===== src/rtl/uart_tx_ctrl.sv =====
// UART transmit controller: latches one word per handshake and serialises it as
// start, LSB-first data, optional parity (from an external calculator), stop.
module uart_tx_ctrl #(
   parameter int unsigned data_width = 8
) (
   input  logic                  CLK,
   input  logic                  RST,
   input  logic                  Data_Valid,
   input  logic [data_width-1:0] P_DATA,
   input  logic                  PAR_EN,
   input  logic                  PAR_TYP,
   input  logic                  PARITY_BIT,
   output logic [data_width-1:0] P_DATA_LAT,
   output logic                  PAR_EN_LAT,
   output logic                  PAR_TYP_LAT,
   output logic                  TX_OUT,
   output logic                  Busy
);

   localparam int unsigned CntW = $clog2(data_width);
   localparam logic [CntW-1:0] LastBit = CntW'(data_width - 1);

   typedef enum logic [2:0] {StIdle, StStart, StData, StParity, StStop} state_e;

   state_e                state_q, state_d;
   logic [CntW-1:0]       bit_cnt_q, bit_cnt_d;
   logic [data_width-1:0] data_lat_q, data_lat_d;
   logic                  par_en_q, par_en_d;
   logic                  par_typ_q, par_typ_d;

   always_ff @(posedge CLK) begin
      if (!RST) begin
         state_q    <= StIdle;
         bit_cnt_q  <= '0;
         data_lat_q <= '0;
         par_en_q   <= 1'b0;
         par_typ_q  <= 1'b0;
      end else begin
         state_q    <= state_d;
         bit_cnt_q  <= bit_cnt_d;
         data_lat_q <= data_lat_d;
         par_en_q   <= par_en_d;
         par_typ_q  <= par_typ_d;
      end
   end

   always_comb begin
      state_d    = state_q;
      bit_cnt_d  = bit_cnt_q;
      data_lat_d = data_lat_q;
      par_en_d   = par_en_q;
      par_typ_d  = par_typ_q;
      unique case (state_q)
         StIdle: begin
            // Latches only move on acceptance so mid-frame input changes are harmless.
            if (Data_Valid) begin
               data_lat_d = P_DATA;
               par_en_d   = PAR_EN;
               par_typ_d  = PAR_TYP;
               bit_cnt_d  = '0;
               state_d    = StStart;
            end
         end
         StStart: state_d = StData;
         StData: begin
            if (bit_cnt_q == LastBit) begin
               bit_cnt_d = '0;
               state_d   = par_en_q ? StParity : StStop;
            end else begin
               bit_cnt_d = bit_cnt_q + 1'b1;
            end
         end
         StParity: state_d = StStop;
         StStop:   state_d = StIdle;
         default:  state_d = StIdle;
      endcase
   end

   always_comb begin
      TX_OUT = 1'b1;
      Busy   = 1'b1;
      unique case (state_q)
         StIdle:   Busy   = 1'b0;
         StStart:  TX_OUT = 1'b0;
         StData:   TX_OUT = data_lat_q[bit_cnt_q];
         StParity: TX_OUT = PARITY_BIT;
         StStop:   TX_OUT = 1'b1;
         default:  Busy   = 1'b0;
      endcase
   end

   assign P_DATA_LAT  = data_lat_q;
   assign PAR_EN_LAT  = par_en_q;
   assign PAR_TYP_LAT = par_typ_q;

endmodule


===== config.mk =====
export PLATFORM = sky130hd
export DESIGN_NAME = uart_tx_ctrl
export DESIGN_NICKNAME = d
export VERILOG_FILES = /design/src/rtl/uart_tx_ctrl.sv
export SDC_FILE = /design/constraint.sdc
export NUM_CORES = 1
export LEC_CHECK = 0
export CAP_MARGIN = 10
export CORE_ASPECT_RATIO = 1.75
export CORE_UTILIZATION = 35
export DETAILED_ROUTE_END_ITERATION = 7
export GPL_ROUTABILITY_DRIVEN = 1
export PLACE_DENSITY_LB_ADDON = 0.05
export SLEW_MARGIN = 20
export SYNTH_ARGS = -nofsm -noshare
export SYNTH_HDL_FRONTEND = slang
export SYNTH_SLANG_ARGS = --single-unit

===== constraint.sdc =====
create_clock -name CLK -period 2.34 [get_ports CLK]
set_clock_uncertainty 0.05 [all_clocks]
set_input_delay 0.585 -clock CLK [delete_from_list [all_inputs] [get_ports CLK]]
set_output_delay 0.585 -clock CLK [all_outputs]
set_load 0.1 [all_outputs]

# Word level (Yosys, flattened, before mapping)
# Cells that the tools add are included.
[totals]
elab_cells = 31
input_bits = 14
out_inout_bits = 12
register_bits = 16
[classes]
addsub = 1
order_cmp = 1
mux = 11
eq_ne = 7
n_reduce_logical = 6
[ops]
columns = ["cell", "count"]
rows = [
  ["3-bit 2-to-1 mux", 5],
  ["3-bit case mux with 4 select lines", 1],
  ["3-bit by 2-bit == test with 1-bit output, second input constant", 2],
  ["3-bit == test, second input constant", 2],
  ["3-bit case mux with 2 select lines", 1],
  ["2-bit AND reduction", 3],
  ["3-bit by 4-bit < comparator with 1-bit output, second input constant", 1],
  ["2-bit != test, second input constant", 2],
  ["4-bit OR reduction", 1],
  ["3-bit by 1-bit adder with 3-bit output, second input constant", 1],
  ["1-bit binary-select mux with 3-bit select", 1],
  ["3-bit by 1-bit == test with 1-bit output, second input constant", 1],
  ["3-bit logical NOT", 1],
  ["1-bit case mux with 3 select lines", 1],
  ["1-bit 2-to-1 mux", 2],
  ["2-bit nonzero test", 1],
]

# Depth between registers and ports, before layout
[logic_depth]
word_depth = 3
mapped_depth = 5
mapped_depth_nobuf = 5

# Least setup slack after synthesis
# OpenSTA, ideal clock, no wires.
[synth_path]
kind = "register to output"
from = "register data_lat_q[2], in the netlist P_DATA_LAT[2]"
to = "output TX_OUT"
arrival_ns = 3.668
path_buffers = 0
required_time_ns = 1.705
slack_ns = -1.963
stages_incl_launch_ff = 4
cell_sequence = "dfxtp_1 -> mux4_2 -> nor2_1 -> o31ai_1"
[synth_via]
elab_chain_cells = 3
[synth_lines]
columns = ["item", "line_no", "rtl"]
rows = [
  ["start, declared", "27", "logic [data_width-1:0] data_lat_q, data_lat_d;"],
  ["start signal, assigned", "41", "data_lat_q <= data_lat_d;"],
  ["1-bit binary-select mux with 3-bit select", "85", "StData: TX_OUT = data_lat_q[bit_cnt_q];"],
  ["1-bit 2-to-1 mux (implied by the code)", "85", ""],
  ["1-bit case mux with 3 select lines", "82", "unique case (state_q)"],
  ["end, declared", "16", "output logic TX_OUT,"],
]
# Every way passes these cells. The select of a mux whose other input is x is not followed.

# Worst setup path after layout
[layout_path]
from = "input PARITY_BIT"
to = "output TX_OUT"
[layout_via]
elab_chain_cells = 1
[layout_lines]
columns = ["item", "line_no", "rtl"]
rows = [
  ["start, declared", "12", "input logic PARITY_BIT,"],
  ["1-bit case mux with 3 select lines", "82", ""],
]
# Every way passes these cells.

==> results.md <==
- Routed vias: 725
- EDFF count, synth: 0
- Setup Buffers After CTS: 0
- Syn Area/Cell: between 9 and 10 um2
- Clock transition at the registers of the reported paths: 90 ps
- Synth cell types: 32
- Post-synth top area cell: dfxtp_1
- Most Crowded Layer GR: met2
- Fmax: 436.4 MHz
- Final ANT Viol Nets: 0
- # nets final: roughly 130
- Core Box Area: 2147 um2
- Chip Height: ~65 um
- Drt total wl: 1846 um
- Diodes inserted: 0
- Vias in the first global route: 750
- Fill count: between 200 and 250
- Vias/cell: 5.179
- Aggregate global-route resource usage: 17.76%
- Die area: 2506 um2
- Max Cap Violations: 0
- IO Count: 26
- Share of cells above drive strength 1: 34.48%
- Clock Latency Late Sink: 290 ps
- Arr. time, crit path: 1660 ps
- CP required: 1700 ps
- Max-slew headroom: 69.63%
- Hpwl dp: 1367 um
- Count leader, synth: nand2_1
- P_leak: approximately 0.00046 uW
- Clock Sinks: 16
- Hold Crit Class: flop to flop
- Worst slew pin tran: 454.1 ps
- Seq cells post-synth: 16
- WL/cell: between 10 and 15 um
- Status: finished clean
- Htree depth: 1
- First-pass GRT wire length: around 3200 um
- Syn. warnings: 0
- CTS tree: built
- Peak VDD IR: 0.3320 mV
- RD Place Congestion: 0.7053
- Setup crit start kind: input port
- Fraction of registers with async set/reset: 0%
- Hold Buf Count CTS: 0
- Setup CP Type: input port to primary output
- Final Hold Viols: 0
- Rows: 22
- Tcrit/Tclk final: slightly below 100%
- Root Driver: clkbuf_4
- Port buffer count: 25
- Layout area overhead: 42.86%
- Met3 GRT Util: 2.027%
- Fin crit period: 2291 ps
- Sequential area share after synthesis: between 30% and 40%
- Pin count of the biggest net entering global routing: 17
- Synth Cell Area: 805.8 um2
- Remaining Overflow, GRT: 0
- Largest cells by area after synthesis: dfxtp_1, nand2_1, a21boi_0, ha_1, nor4b_4
- Iteration-0 DRC Markers: 7
- Drt pass-1 iters: 2
- Synth Net Count: 105
- DRC viols: 0
- Chip Width: 38.27 um
- PD cells: 623.1 nW/um2
- Longest Clk Path Bufs: 2
- Worst Setup End Kind: primary output
- Post-Syn Instances: 89
- Final number of setup-violating endpoints: 0
- CP max FO: 1
- RSZ-0062 raised after global routing: false
- TritonCTS Buffers: 3
- Grt met1 use: 17.87%
- Initial Util: 37.53%
- Slew Viols, Final: 0
- Worst Hold Slack: 418.7 ps
- GR Util met2: 32.84%
- Initial antenna violation count: 0
- Most instantiated cells after synthesis: nand2_1, dfxtp_1, a21boi_0, nand3_1
- Total power: 717.2 uW
- Predominant post-synthesis flop cell: dfxtp_1
- Area fraction of the dominant cell type after synthesis: 39.75%
logic make-up after synthesis:
logic type                 Yosys count  synth area share, %
and+or+nand+nor                     41                28.42
AOI/OAI and AO/OA                   19                16.77
DFF                                 16                39.75
buffers and inverters                7                5.278
muxes                                3                5.590
adders and majority gates            2                3.105
xor gates and xnor gates             1                1.087
timing repair:
action / in CTS / in global routing
setup endpoints to repair: 1 / 1
hold endpoints to repair: 0 / 0
cloned: 0 / 0
gates resized for setup: 2 / 4
pin swaps: 0 / 1
critical path, stage by stage:
cell	delay [ps]
clkdlybuf4s50_1	400
and3_4	190
nor3_4	200
o31ai_4	100
buf_12	170
per-layer routing:
layer	wire length (um)	vias to the layer above
li1	-	362
met4	45	0
met1	714	342
met5	0	-
met3	61	5
met2	1024	16
state kept, by name, summed over array words and instances, names as in the netlist:
| name | flops |
|---|---|
| P_DATA_LAT | 8 |
| bit_cnt_q | 3 |
| state_q | 3 |
| PAR_EN_LAT | 1 |
| PAR_TYP_LAT | 1 |
path summary, 6_finish.rpt:
| check | from | endpoint | slack (ps) | cells after the start |
|---|---|---|---|---|
| worst min register to register | P_DATA_LAT[3]$_SDFFE_PN0P_ | P_DATA_LAT[3]$_SDFFE_PN0P_ | 420 | 2 |
| worst max register to register | state_q[2]$_SDFFE_PN0P_ | bit_cnt_q[1]$_SDFFE_PN0P_ | 820 | 4 |
| worst min-delay path | P_DATA_LAT[3]$_SDFFE_PN0P_ | P_DATA_LAT[3]$_SDFFE_PN0P_ | 420 | 2 |
| worst max-delay path | PARITY_BIT | TX_OUT | 50 | 5 |
power by group:
| part | switching (uW) | internal, uW |
|---|---|---|
| Sequential | 13.1 | 290 |
| Combinational | 175 | 91.9 |
| Clock | 86.7 | 59.8 |
placed cells by master, fill, tap and decap left out, drive strengths merged:
cell type,synthesis,final
nor4b,2,2
o211ai,1,1
a21boi,13,13
nand2b,3,3
nand3,4,4
mux4,1,1
mux2,2,2
buf,4,16
clkdlybuf4s50,0,13
xnor2,1,1
nor3b,1,1
a21oi,1,1
nor2,2,2
and4b,1,1
a31oi,1,1
nand2,22,22
and2b,1,1
o31ai,1,1
o22ai,1,1
nor3,1,1
or3b,1,1
and3,1,1
clkbuf,1,3
dfxtp,16,16
ha,2,2
or3,1,1
or4b,1,1
inv,2,2
o21ai,1,1
cell type report:
class                   instances  area (um2)  area share (%)
multi-input cells              66       483.0           41.96
flip-flops and latches         16       332.8           28.91
repair buffers                 29       275.3           23.91
well taps                      24       30.03           2.609
clock buffers                   3       22.52           1.957
inverters                       2       7.507          0.6522
metrics by stage:
| step | utilization, % | std cells | area (um2) | setup slack (ps) | setup TNS, ps |
|---|---|---|---|---|---|
| 2_1_floorplan | - | 89 | 837.1 | -207.5 | -207.5 |
| 3_3_place_gp | 51.57 | 137 | 1107 | -43.88 | -43.88 |
| 3_5_place_dp | 51.57 | 137 | 1107 | -65.84 | -65.84 |
| 4_1_cts | 52.91 | 140 | 1136 | 23.82 | 0 |
| 5_1_grt | 53.61 | 140 | 1151 | 17.93 | 0 |
| 6_report | 53.61 | 140 | 1151 | 48.68 | 0 |
No activity file was read; power rests on OpenSTA's default activity.
